[config.mk]
export PLATFORM = sky130hd
export DESIGN_NAME = fp_iterative_normalizer_flat
export DESIGN_NICKNAME = d
export VERILOG_FILES = /design/src/rtl/fp_norm_pkg.sv /design/src/rtl/fp_iterative_normalizer_if.sv /design/src/rtl/fp_norm_step.sv /design/src/rtl/fp_iterative_normalizer.sv /design/src/flat_wrapper.sv
export SDC_FILE = /design/constraint.sdc
export NUM_CORES = 1
export LEC_CHECK = 0
export BUFFER_PORTS_ARGS = -buffer_cell sky130_fd_sc_hd__buf_2
export CAP_MARGIN = 30
export CORE_MARGIN = 2
export CORE_UTILIZATION = 56
export DETAILED_ROUTE_END_ITERATION = 6
export PLACE_DENSITY = 0.85
export SLEW_MARGIN = 5
export SYNTH_ARGS = -nofsm -noshare
export SYNTH_HDL_FRONTEND = slang
export SYNTH_HIERARCHICAL = 1
export SYNTH_SLANG_ARGS = --single-unit
[constraint.sdc]
create_clock -name clk -period 3.6 [get_ports clk]
set_input_delay 0.36 -clock clk [delete_from_list [all_inputs] [get_ports clk]]
set_output_delay 0.36 -clock clk [all_outputs]
set_load 0.01 [all_outputs]
[src/rtl/fp_norm_pkg.sv]
// Shared definitions for the iterative post-add normalizer: default widths,
// the nibble step size and the control state encoding.
package fp_norm_pkg;

  localparam int unsigned SIZE_MANTISSA = 23;
  localparam int unsigned SIZE_EXPONENT = 8;
  localparam int unsigned NIBBLE        = 4;

  typedef enum logic [1:0] {
    ST_IDLE = 2'd0,
    ST_NORM = 2'd1,
    ST_DONE = 2'd2
  } state_e;

endpackage

[src/rtl/fp_iterative_normalizer_if.sv]
// Operand/result handshake bundle between the significand adder, the
// normalizer (slave) and the rounder.
interface fp_iterative_normalizer_if
  import fp_norm_pkg::*;
#(
  parameter int unsigned SizeMantissa = SIZE_MANTISSA,
  parameter int unsigned SizeExponent = SIZE_EXPONENT
);
  localparam int unsigned ShiftW = $clog2(SizeMantissa + 2);

  logic                    valid_i;
  logic                    ready_o;
  logic [SizeMantissa+1:0] mantissa_i;
  logic [SizeExponent-1:0] exponent_i;
  logic                    valid_o;
  logic                    ready_i;
  logic [SizeMantissa:0]   mantissa_o;
  logic [SizeExponent-1:0] exponent_o;
  logic [ShiftW-1:0]       shift_o;
  logic                    right_o;
  logic                    sticky_o;
  logic                    zero_o;
  logic                    overflow_o;

  modport slave (
    input  valid_i, mantissa_i, exponent_i, ready_i,
    output ready_o, valid_o, mantissa_o, exponent_o, shift_o,
           right_o, sticky_o, zero_o, overflow_o
  );

  modport master (
    output valid_i, mantissa_i, exponent_i, ready_i,
    input  ready_o, valid_o, mantissa_o, exponent_o, shift_o,
           right_o, sticky_o, zero_o, overflow_o
  );

endinterface

[src/rtl/fp_norm_step.sv]
// One normalization step: decides, in priority order, whether the working
// value is finished or needs a carry right shift, a nibble or a single left shift.
module fp_norm_step
  import fp_norm_pkg::*;
#(
  parameter int unsigned SizeMantissa = SIZE_MANTISSA,
  parameter int unsigned SizeExponent = SIZE_EXPONENT,
  localparam int unsigned ShiftW      = $clog2(SizeMantissa + 2)
) (
  input  logic [SizeMantissa+1:0] mant_i,
  input  logic [SizeExponent-1:0] exp_i,
  output logic [SizeMantissa+1:0] mant_o,
  output logic [SizeExponent-1:0] exp_o,
  output logic [ShiftW-1:0]       amt_o,
  output logic                    done_o,
  output logic                    right_o,
  output logic                    sticky_o,
  output logic                    zero_o,
  output logic                    overflow_o
);

  localparam logic [SizeExponent-1:0] ExpOne    = SizeExponent'(1);
  localparam logic [SizeExponent-1:0] ExpNibble = SizeExponent'(NIBBLE);

  logic [SizeExponent-1:0] exp_inc;
  assign exp_inc = exp_i + ExpOne;

  always_comb begin
    // NOTE: every output gets a default first so no path through the
    // priority chain leaves a value unassigned and infers a latch.
    mant_o     = mant_i;
    exp_o      = exp_i;
    amt_o      = '0;
    done_o     = 1'b0;
    right_o    = 1'b0;
    sticky_o   = 1'b0;
    zero_o     = 1'b0;
    overflow_o = 1'b0;
    if (mant_i == '0) begin
      exp_o  = '0;
      zero_o = 1'b1;
      done_o = 1'b1;
    end else if (&exp_i) begin
      done_o = 1'b1;
    end else if (mant_i[SizeMantissa+1]) begin
      mant_o   = mant_i >> 1;
      sticky_o = mant_i[0];
      exp_o    = exp_inc;
      right_o  = 1'b1;
      done_o   = 1'b1;
      if (&exp_inc) begin
        mant_o     = '0;
        overflow_o = 1'b1;
      end
    end else if (mant_i[SizeMantissa]) begin
      done_o = 1'b1;
    end else if (exp_i == ExpOne) begin
      exp_o  = '0;
      done_o = 1'b1;
    end else if (mant_i[SizeMantissa -: NIBBLE] == '0 && exp_i > ExpNibble) begin
      // Nibble steps only while the exponent can absorb all four positions.
      mant_o = mant_i << NIBBLE;
      exp_o  = exp_i - ExpNibble;
      amt_o  = ShiftW'(NIBBLE);
    end else begin
      mant_o = mant_i << 1;
      exp_o  = exp_i - ExpOne;
      amt_o  = ShiftW'(1);
    end
  end

endmodule

[src/rtl/fp_iterative_normalizer.sv]
// Multi-cycle post-add normalizer: accepts one raw sum, iterates fp_norm_step
// until normalized, then holds the registered result until downstream takes it.
module fp_iterative_normalizer
  import fp_norm_pkg::*;
#(
  parameter int unsigned SizeMantissa = SIZE_MANTISSA,
  parameter int unsigned SizeExponent = SIZE_EXPONENT
) (
  input logic                      clk,
  input logic                      reset,
  fp_iterative_normalizer_if.slave bus
);

  localparam int unsigned ShiftW = $clog2(SizeMantissa + 2);

  state_e                  state_q, state_d;
  logic [SizeMantissa+1:0] mant_q, mant_d;
  logic [SizeExponent-1:0] exp_q, exp_d;
  logic [ShiftW-1:0]       shift_q, shift_d;
  logic                    right_q, right_d;
  logic                    sticky_q, sticky_d;
  logic                    zero_q, zero_d;
  logic                    ovf_q, ovf_d;

  logic [SizeMantissa+1:0] step_mant;
  logic [SizeExponent-1:0] step_exp;
  logic [ShiftW-1:0]       step_amt;
  logic                    step_done, step_right, step_sticky, step_zero, step_ovf;

  fp_norm_step #(
    .SizeMantissa(SizeMantissa),
    .SizeExponent(SizeExponent)
  ) u_step (
    .mant_i    (mant_q),
    .exp_i     (exp_q),
    .mant_o    (step_mant),
    .exp_o     (step_exp),
    .amt_o     (step_amt),
    .done_o    (step_done),
    .right_o   (step_right),
    .sticky_o  (step_sticky),
    .zero_o    (step_zero),
    .overflow_o(step_ovf)
  );

  always_comb begin
    state_d  = state_q;
    mant_d   = mant_q;
    exp_d    = exp_q;
    shift_d  = shift_q;
    right_d  = right_q;
    sticky_d = sticky_q;
    zero_d   = zero_q;
    ovf_d    = ovf_q;
    case (state_q)
      ST_IDLE: begin
        if (bus.valid_i) begin
          state_d  = ST_NORM;
          mant_d   = bus.mantissa_i;
          // A biased exponent of 0 carries the same scale as exponent 1.
          exp_d    = (bus.exponent_i == '0) ? SizeExponent'(1) : bus.exponent_i;
          shift_d  = '0;
          right_d  = 1'b0;
          sticky_d = 1'b0;
          zero_d   = 1'b0;
          ovf_d    = 1'b0;
        end
      end
      ST_NORM: begin
        mant_d   = step_mant;
        exp_d    = step_exp;
        shift_d  = shift_q + step_amt;
        right_d  = step_right;
        sticky_d = step_sticky;
        zero_d   = step_zero;
        ovf_d    = step_ovf;
        if (step_done) state_d = ST_DONE;
      end
      ST_DONE: begin
        if (bus.ready_i) state_d = ST_IDLE;
      end
      default: state_d = ST_IDLE;
    endcase
  end

  // NOTE: sequential state uses non-blocking assignments so every register
  // samples the pre-edge values, independent of statement order.
  always_ff @(posedge clk) begin
    if (reset) begin
      state_q  <= ST_IDLE;
      mant_q   <= '0;
      exp_q    <= '0;
      shift_q  <= '0;
      right_q  <= 1'b0;
      sticky_q <= 1'b0;
      zero_q   <= 1'b0;
      ovf_q    <= 1'b0;
    end else begin
      state_q  <= state_d;
      mant_q   <= mant_d;
      exp_q    <= exp_d;
      shift_q  <= shift_d;
      right_q  <= right_d;
      sticky_q <= sticky_d;
      zero_q   <= zero_d;
      ovf_q    <= ovf_d;
    end
  end

  assign bus.ready_o    = (state_q == ST_IDLE);
  assign bus.valid_o    = (state_q == ST_DONE);
  assign bus.mantissa_o = mant_q[SizeMantissa:0];
  assign bus.exponent_o = exp_q;
  assign bus.shift_o    = shift_q;
  assign bus.right_o    = right_q;
  assign bus.sticky_o   = sticky_q;
  assign bus.zero_o     = zero_q;
  assign bus.overflow_o = ovf_q;

endmodule

[src/flat_wrapper.sv]
// flat-port wrapper written by rule: the top's interface ports become plain ports
module fp_iterative_normalizer_flat import fp_norm_pkg::*;
#(
  parameter int unsigned SizeMantissa = SIZE_MANTISSA,
  parameter int unsigned SizeExponent = SIZE_EXPONENT
)
  (clk, reset, bus_valid_i, bus_mantissa_i, bus_exponent_i, bus_ready_i, bus_ready_o, bus_valid_o, bus_mantissa_o, bus_exponent_o, bus_shift_o, bus_right_o, bus_sticky_o, bus_zero_o, bus_overflow_o);
  fp_iterative_normalizer_if #(.SizeMantissa(SizeMantissa), .SizeExponent(SizeExponent)) bus_i ();
  input logic clk;
  input logic reset;
  input wire logic [$bits(bus_i.valid_i)-1:0] bus_valid_i;
  input wire logic [$bits(bus_i.mantissa_i)-1:0] bus_mantissa_i;
  input wire logic [$bits(bus_i.exponent_i)-1:0] bus_exponent_i;
  input wire logic [$bits(bus_i.ready_i)-1:0] bus_ready_i;
  output wire logic [$bits(bus_i.ready_o)-1:0] bus_ready_o;
  output wire logic [$bits(bus_i.valid_o)-1:0] bus_valid_o;
  output wire logic [$bits(bus_i.mantissa_o)-1:0] bus_mantissa_o;
  output wire logic [$bits(bus_i.exponent_o)-1:0] bus_exponent_o;
  output wire logic [$bits(bus_i.shift_o)-1:0] bus_shift_o;
  output wire logic [$bits(bus_i.right_o)-1:0] bus_right_o;
  output wire logic [$bits(bus_i.sticky_o)-1:0] bus_sticky_o;
  output wire logic [$bits(bus_i.zero_o)-1:0] bus_zero_o;
  output wire logic [$bits(bus_i.overflow_o)-1:0] bus_overflow_o;
  assign bus_i.valid_i = bus_valid_i;
  assign bus_i.mantissa_i = bus_mantissa_i;
  assign bus_i.exponent_i = bus_exponent_i;
  assign bus_i.ready_i = bus_ready_i;
  assign bus_ready_o = bus_i.ready_o;
  assign bus_valid_o = bus_i.valid_o;
  assign bus_mantissa_o = bus_i.mantissa_o;
  assign bus_exponent_o = bus_i.exponent_o;
  assign bus_shift_o = bus_i.shift_o;
  assign bus_right_o = bus_i.right_o;
  assign bus_sticky_o = bus_i.sticky_o;
  assign bus_zero_o = bus_i.zero_o;
  assign bus_overflow_o = bus_i.overflow_o;
  fp_iterative_normalizer #(.SizeMantissa(SizeMantissa), .SizeExponent(SizeExponent)) u_core (.clk(clk), .reset(reset), .bus(bus_i));
endmodule
==> flow_metrics.tcl, run 1 <==
set metrics [dict create \
    outcome "finished, final reports clean" \
    tritoncts "yes" \
    required_ns 3.84 \
    place.gp.congestion 0.959 \
    yosys-top-cells-area "dfxtp_1 23%, nor2_1 11%, a2bb2oi_1 7.0%, buf_4 5.4%, nor3_1 4.8%" \
    startpoint_type "register" \
    p_clk_share_pct 16.6 \
    end_kind "register" \
    synth_top_area_share_pct 22.8 \
    fillers 638 \
    power.leakage_nw 1.90 \
    whs_ns 0.357 \
    worst_pin_slew_ns 0.953 \
    ios 80 \
    multi_input_area_mm2 0.00254 \
    track_usage_pct 32.1 \
    pwr-share-comb_pct 50.0 \
    ctsLongestPathBuffers 2 \
    finalSetupTns_ns 0 \
    synthFlopType "dfxtp_1" \
    critPathArrivalTime_ns 3.42 \
    fmax_ghz 0.315 \
    grt_pass1_wl_um 19600 \
    vias_per_cell 6.44 \
    power.net_switching_w 0.000873 \
    root_buffer "clkbuf_8" \
    drc 0 \
    cp_common_cell "ha_1" \
    wl_um 12100 \
    htreeDepth 2 \
    swShare_pct 43.0 \
    drt_iter0_markers 356 \
    die_h_um 87.1 \
    post-route-period-util_pct 88.2 \
    cts_setup_buffers 0 \
    finalSetupViolCount 0 \
    critical_path_class "reg -> reg" \
    hold_buffers 0 \
    hold_violations 0 \
    async_flop_share_pct 0 \
    antenna_found_initial 0 \
    insertion_delay_ns 0.30 \
    ctsResizeCount 0 \
    post-route-min-period_ns 3.17 \
    drive_gt1_share_pct 20.0 \
    vdd_ir_drop_max_v 0.000275 \
    coreArea_mm2 0.00676 \
    power_per_cell_area_mw_per_mm2 485 \
    row_count 30 \
    fp.dieW_um 87.1 \
    dr.pass1.iters 6 \
    drtAntennaViolNets 0 \
    crit_fanout 10 \
    n_antenna_cell 0 \
    syn_avg_cell_area_um2 7.06 \
    vias 4259 \
    hp-class "in -> reg" \
    hpwl_um 8560 \
    synth_area_leader_cell "dfxtp_1" \
    port_buffers 79 \
    grt_pass1_vias 3963 \
    synthCells 548 \
    numCtsBuffers 5 \
    area_growth_pct 7.98 \
    grt_max_degree 50 \
    p_int_w 0.00116 \
    synth_seq_cells 44 \
    slowest_delay_ns 0.42 \
    critPathSlowestCell "dfxtp_1" \
    path_clk_slew_ns 0.09 \
    grt_overflow 0 \
    nets 630 \
    crit_chain "ha_1, and3_1, a21oi_1, o21ai_0, nor3_1, ha_1, inv_1, fa_1, nand2b_1, o2bb2ai_1, a211o_1, nand3_1" \
    clock_sinks 44 \
    start_util_pct 57.3 \
    synth_cell_types 65 \
    register_area_um2 881 \
    seq_power_share_pct 33.4 \
    ys.warnings.count 6 \
    relSlewSlack_pct 36.5 \
    dieArea_mm2 0.00759 \
    skew_ns 0.00454 \
    maxCapViolations 0 \
    wl_per_cell_um 18.2 \
    synth-seq-area-share_pct 22.8 \
    synth_edf_count 0 \
    syn_area_mm2 0.00387 \
    rsz0062_at_grt "no" \
    slew_violations 0 \
    fin_total_pwr_w 0.00203 \
]
## flip-flops by register name, summed over array words and instances (netlist names)
signal / flops
u_core/bus.exponent_o: 8
u_core/bus.overflow_o: 1
u_core/bus.right_o: 1
u_core/bus.shift_o: 5
u_core/bus.sticky_o: 1
u_core/bus.zero_o: 1
u_core/mant_q: 25
u_core/state_q: 2
## stage by stage
| step | cells | worst slack (ns) | util [%] | area (um^2) |
|---|---|---|---|---|
| 6_report | 661 | 0.426 | 61.9 | 4180 |
| 3_3_place_gp | 653 | 0.637 | 60.5 | 4090 |
| 2_1_floorplan | 550 | 0.611 | - | 3880 |
| 3_5_place_dp | 653 | 0.510 | 60.5 | 4090 |
| 4_1_cts | 661 | 0.482 | 61.9 | 4180 |
| 5_1_grt | 661 | 0.187 | 61.9 | 4180 |
## path summary, 6_finish.rpt
check	from	endpoint	depth (start not counted)	slack (ns)
setup / recovery	u_core/bus.exponent_o[0]	u_core/bus.shift_o[4]	12	0.43
hold / removal	bus_exponent_i[0]	u_core/bus.exponent_o[0]	3	0.36
setup reg to reg	u_core/bus.exponent_o[0]	u_core/bus.shift_o[4]	12	0.43
hold reg to reg	u_core/bus.zero_o	u_core/bus.zero_o	2	0.52
## worst max-delay path, delay by kind of cell, from the launching register on
kind            cells  cell delay (ns)
simple gates        4             0.69
buf+inv             1             0.06
fa+ha+maj           3             0.90
flops               1             0.42
compound gates      4             1.04
## placed cells by master, fill, tap and decap left out, types with 8 or more instances in the layout
cell	n
o21ai_0	27
a21oi_1	13
a22oi_1	22
buf_4	16
ha_1	12
a221o_1	8
and3_1	12
a2bb2oi_1	31
nor3_1	37
buf_2	79
dfxtp_1	44
nor2_1	118
nand2b_1	8
nand2_1	23
nand3_1	10
inv_1	11
## logic make-up after synthesis
family	Yosys count	synth area share, %
simple gates	250	31.0
buf+inv	85	11.9
xor+xnor	4	0.905
other cells	1	0.0969
mux	1	0.259
compound gates	150	28.7
flops	44	22.8
fa+ha+maj	13	4.40
## per-layer routing
metal  part of all wire [%]  vias to the layer above  track usage [%]
li1                       -                     2015                -
met1                     43                     2010             43.8
met2                     48                      208             52.8
met3                    7.6                       26             4.45
met4                    1.7                        0             9.51
met5                      0                        -                0
## layout make-up
class | count | share of cell area, %
clock buffer | 6 | 1.98
clock inverter | 2 | 0.239
inverter | 13 | 1.17
multi-input combinational | 421 | 60.8
sequential | 44 | 21.1
tap | 80 | 2.39
timing repair buffer | 95 | 12.3
## cells in the mapped netlist, types with 3 or more instances
master,instances
nor2_1,118
dfxtp_1,44
nor3_1,37
a2bb2oi_1,31
buf_4,28
o21ai_0,27
nand2_1,23
a22oi_1,22
clkbuf_1,22
buf_2,17
a21oi_1,13
and3_1,12
ha_1,12
inv_1,11
nand3_1,10
a221o_1,8
nand2b_1,8
a211oi_1,6
a31oi_1,6
and2_1,5
nor2b_1,5
o21a_1,5
o22ai_1,5
and2_0,4
nor4_1,4
o211ai_1,4
xnor2_1,4
a211o_1,3
nand4_1,3
or3_1,3
## power by group through the flow
stage / clock network, W / logic, W / registers [W]
global route: 0.000358 / 0.00111 / 0.000691
finish: 0.000336 / 0.00101 / 0.000677
floorplan: 0 / 0.000802 / 0.000655
global placement: 0 / 0.000982 / 0.000681
detailed placement: 0 / 0.000992 / 0.000684
CTS: 0.000343 / 0.000998 / 0.000673
(Power assumes the default switching activity.)
==> inputs of run 2 (changes only) <==
--- a/config.mk
+++ b/config.mk
@@ -6,11 +6,10 @@
 export NUM_CORES = 1
 export LEC_CHECK = 0
 export BUFFER_PORTS_ARGS = -buffer_cell sky130_fd_sc_hd__buf_2
-export CAP_MARGIN = 30
-export CORE_MARGIN = 2
-export CORE_UTILIZATION = 56
+export CAP_MARGIN = 0
+export CORE_UTILIZATION = 51
 export DETAILED_ROUTE_END_ITERATION = 6
-export PLACE_DENSITY = 0.85
+export PLACE_DENSITY = 0.82
 export SLEW_MARGIN = 5
 export SYNTH_ARGS = -nofsm -noshare
 export SYNTH_HDL_FRONTEND = slang
==> constraint.sdc (replaced) <==
create_clock -name clk -period 2.8 [get_ports clk]
set_input_delay 0.28 -clock clk [delete_from_list [all_inputs] [get_ports clk]]
set_output_delay 0.28 -clock clk [all_outputs]
set_load 0.01 [all_outputs]
==> run 2 against run 1 <==
Net effect:
- flip-flop and latch count unchanged
- clock-buffer cell count unchanged
- critical path depth down 1
- largest cell class unchanged
==> flow_metrics.tcl, run 2 (synthesized netlist as in run 1, its figures left out) <==
set metrics [dict create \
    insertion_delay_ns 0.30 \
    finalSetupViolCount 0 \
    start_util_pct 53.1 \
    drt_iter0_markers 455 \
    htreeDepth 2 \
    final_core_util_pct 62.1 \
    relSlewSlack_pct 37.0 \
    end_kind "register" \
    skew_ns 0.00639 \
    power_per_cell_area_mw_per_mm2 624 \
    crit_fanout 6 \
    outcome "finished, final reports clean" \
    drc 0 \
    startpoint_type "register" \
    vdd_ir_drop_max_v 0.000369 \
    slew_violations 0 \
    final_common_cell "nor2_1" \
    slowest_delay_ns 0.56 \
    grt_pass1_vias 3837 \
    tritoncts "yes" \
    grt_max_degree 50 \
    area_growth_pct 16.9 \
    post-route-period-util_pct 96.6 \
    row_count 31 \
    hold_buffers 0 \
    critPathSlowestCell "or4_4" \
    port_buffers 79 \
    power.leakage_nw 2.07 \
    die_h_um 89.1 \
    wl_per_cell_um 17.4 \
    coreArea_mm2 0.00729 \
    path_clk_slew_ns 0.09 \
    wl_um 12400 \
    crit_chain "or4_4, o21a_4, buf_4, nor3_4, ha_2, inv_1, fa_1, nand2b_1, o2bb2ai_1, a211o_1, nand3_1" \
    dr.pass1.iters 5 \
    antenna_found_initial 0 \
    crit_family "simple AND/OR/NAND/NOR gates" \
    critical_path_class "reg -> reg" \
    fmax_ghz 0.370 \
    dieArea_mm2 0.00794 \
    vias_per_cell 6.11 \
    ctsLongestPathBuffers 2 \
    fp.dieW_um 89.1 \
    clock_sinks 44 \
    whs_ns 0.271 \
    vias 4353 \
    track_usage_pct 31.6 \
    hpwl_um 8900 \
    largest_reg_flops 25 \
    drive_gt1_share_pct 25.8 \
    maxCapViolations 0 \
    n_antenna_cell 0 \
    worst_pin_slew_ns 0.945 \
    numCtsBuffers 5 \
    top_register "u_core/mant_q" \
    hp-class "in -> reg" \
    nets 662 \
    final_cell_mix "117 x nor2_1, 79 x buf_2, 46 x buf_4" \
    hold_violations 0 \
    root_buffer "clkbuf_8" \
    ios 80 \
    grt_overflow 0 \
    drtAntennaViolNets 0 \
    critPathArrivalTime_ns 2.95 \
    post-route-min-period_ns 2.71 \
    cp_num_buf_inv 2 \
    place.gp.congestion 0.915 \
    required_ns 3.05 \
    grt_pass1_wl_um 19400 \
]
-- run 2: cell types whose count changed in the layout (fill, tap and decap cells not counted), moves of 2 or more --
cell,previous run,this run
dfxtp_2,0,4
nor3b_1,2,0
dfxtp_1,44,40
buf_12,0,2
buf_4,16,46
nor3b_2,1,3
-- run 2: worst paths after layout --
path / from / to / slack, ns / cells after the start
worst min-delay path: bus_exponent_i[0] / u_core/bus.exponent_o[0] / 0.27 / 3
worst min register to register: u_core/bus.right_o / u_core/bus.right_o / 0.53 / 2
worst max-delay path: u_core/bus.exponent_o[4] / u_core/bus.shift_o[4] / 0.09 / 11
worst max register to register: u_core/bus.exponent_o[4] / u_core/bus.shift_o[4] / 0.09 / 11
-- run 2: where the power goes --
group / internal [W] / switching [W] / leakage, nW
clock network: 0.000265 / 0.000230 / 0.0552
registers: 0.000715 / 0.000125 / 0.365
logic: 0.000677 / 0.000812 / 1.65
total: 0.00166 / 0.00117 / 2.07
-- run 2: worst reg2reg max path, delay by kind of cell, from the launching register on --
kind,cells,cell delay (ns)
compound gates,3,0.60
fa+ha+maj,2,0.57
buf+inv,2,0.20
flops,1,0.32
simple gates,4,0.96
-- run 2: layout make-up --
class	instances	area, um^2
Clock buffer	6	72.6
Multi-Input combinational cell	421	2580
Clock inverter	2	35.0
Timing Repair Buffer	127	781
Fill cell	719	2770
Sequential cell	44	886
Inverter	13	48.8
Tap cell	99	124
-- run 2: repair_timing --
item	4_1_cts	5_1_grt
resized for setup	0	8
setup buffers	0	1
endpoints found under the setup margin	0	19
-- run 2: per-stage QoR --
stage	TNS (ns)	cells	worst slack [ns]	total power, W	instance area (um^2)
global placement	0	703	0.150	0.00225	4380
detailed placement	0	703	0.0978	0.00228	4380
global route	-0.00617	712	-0.00617	0.00300	4530
CTS	0	711	0.0732	0.00278	4490
finish	0	712	0.0941	0.00282	4530
floorplan	0	550	0.00476	0.00189	3910
-- run 2: per-layer routing --
metal	vias up	global-route usage (%)	wire length, um
met5	-	0	0
li1	2084	-	-
met2	198	53.4	6040
met3	18	3.14	880
met4	0	8.08	161
met1	2053	43.0	5330
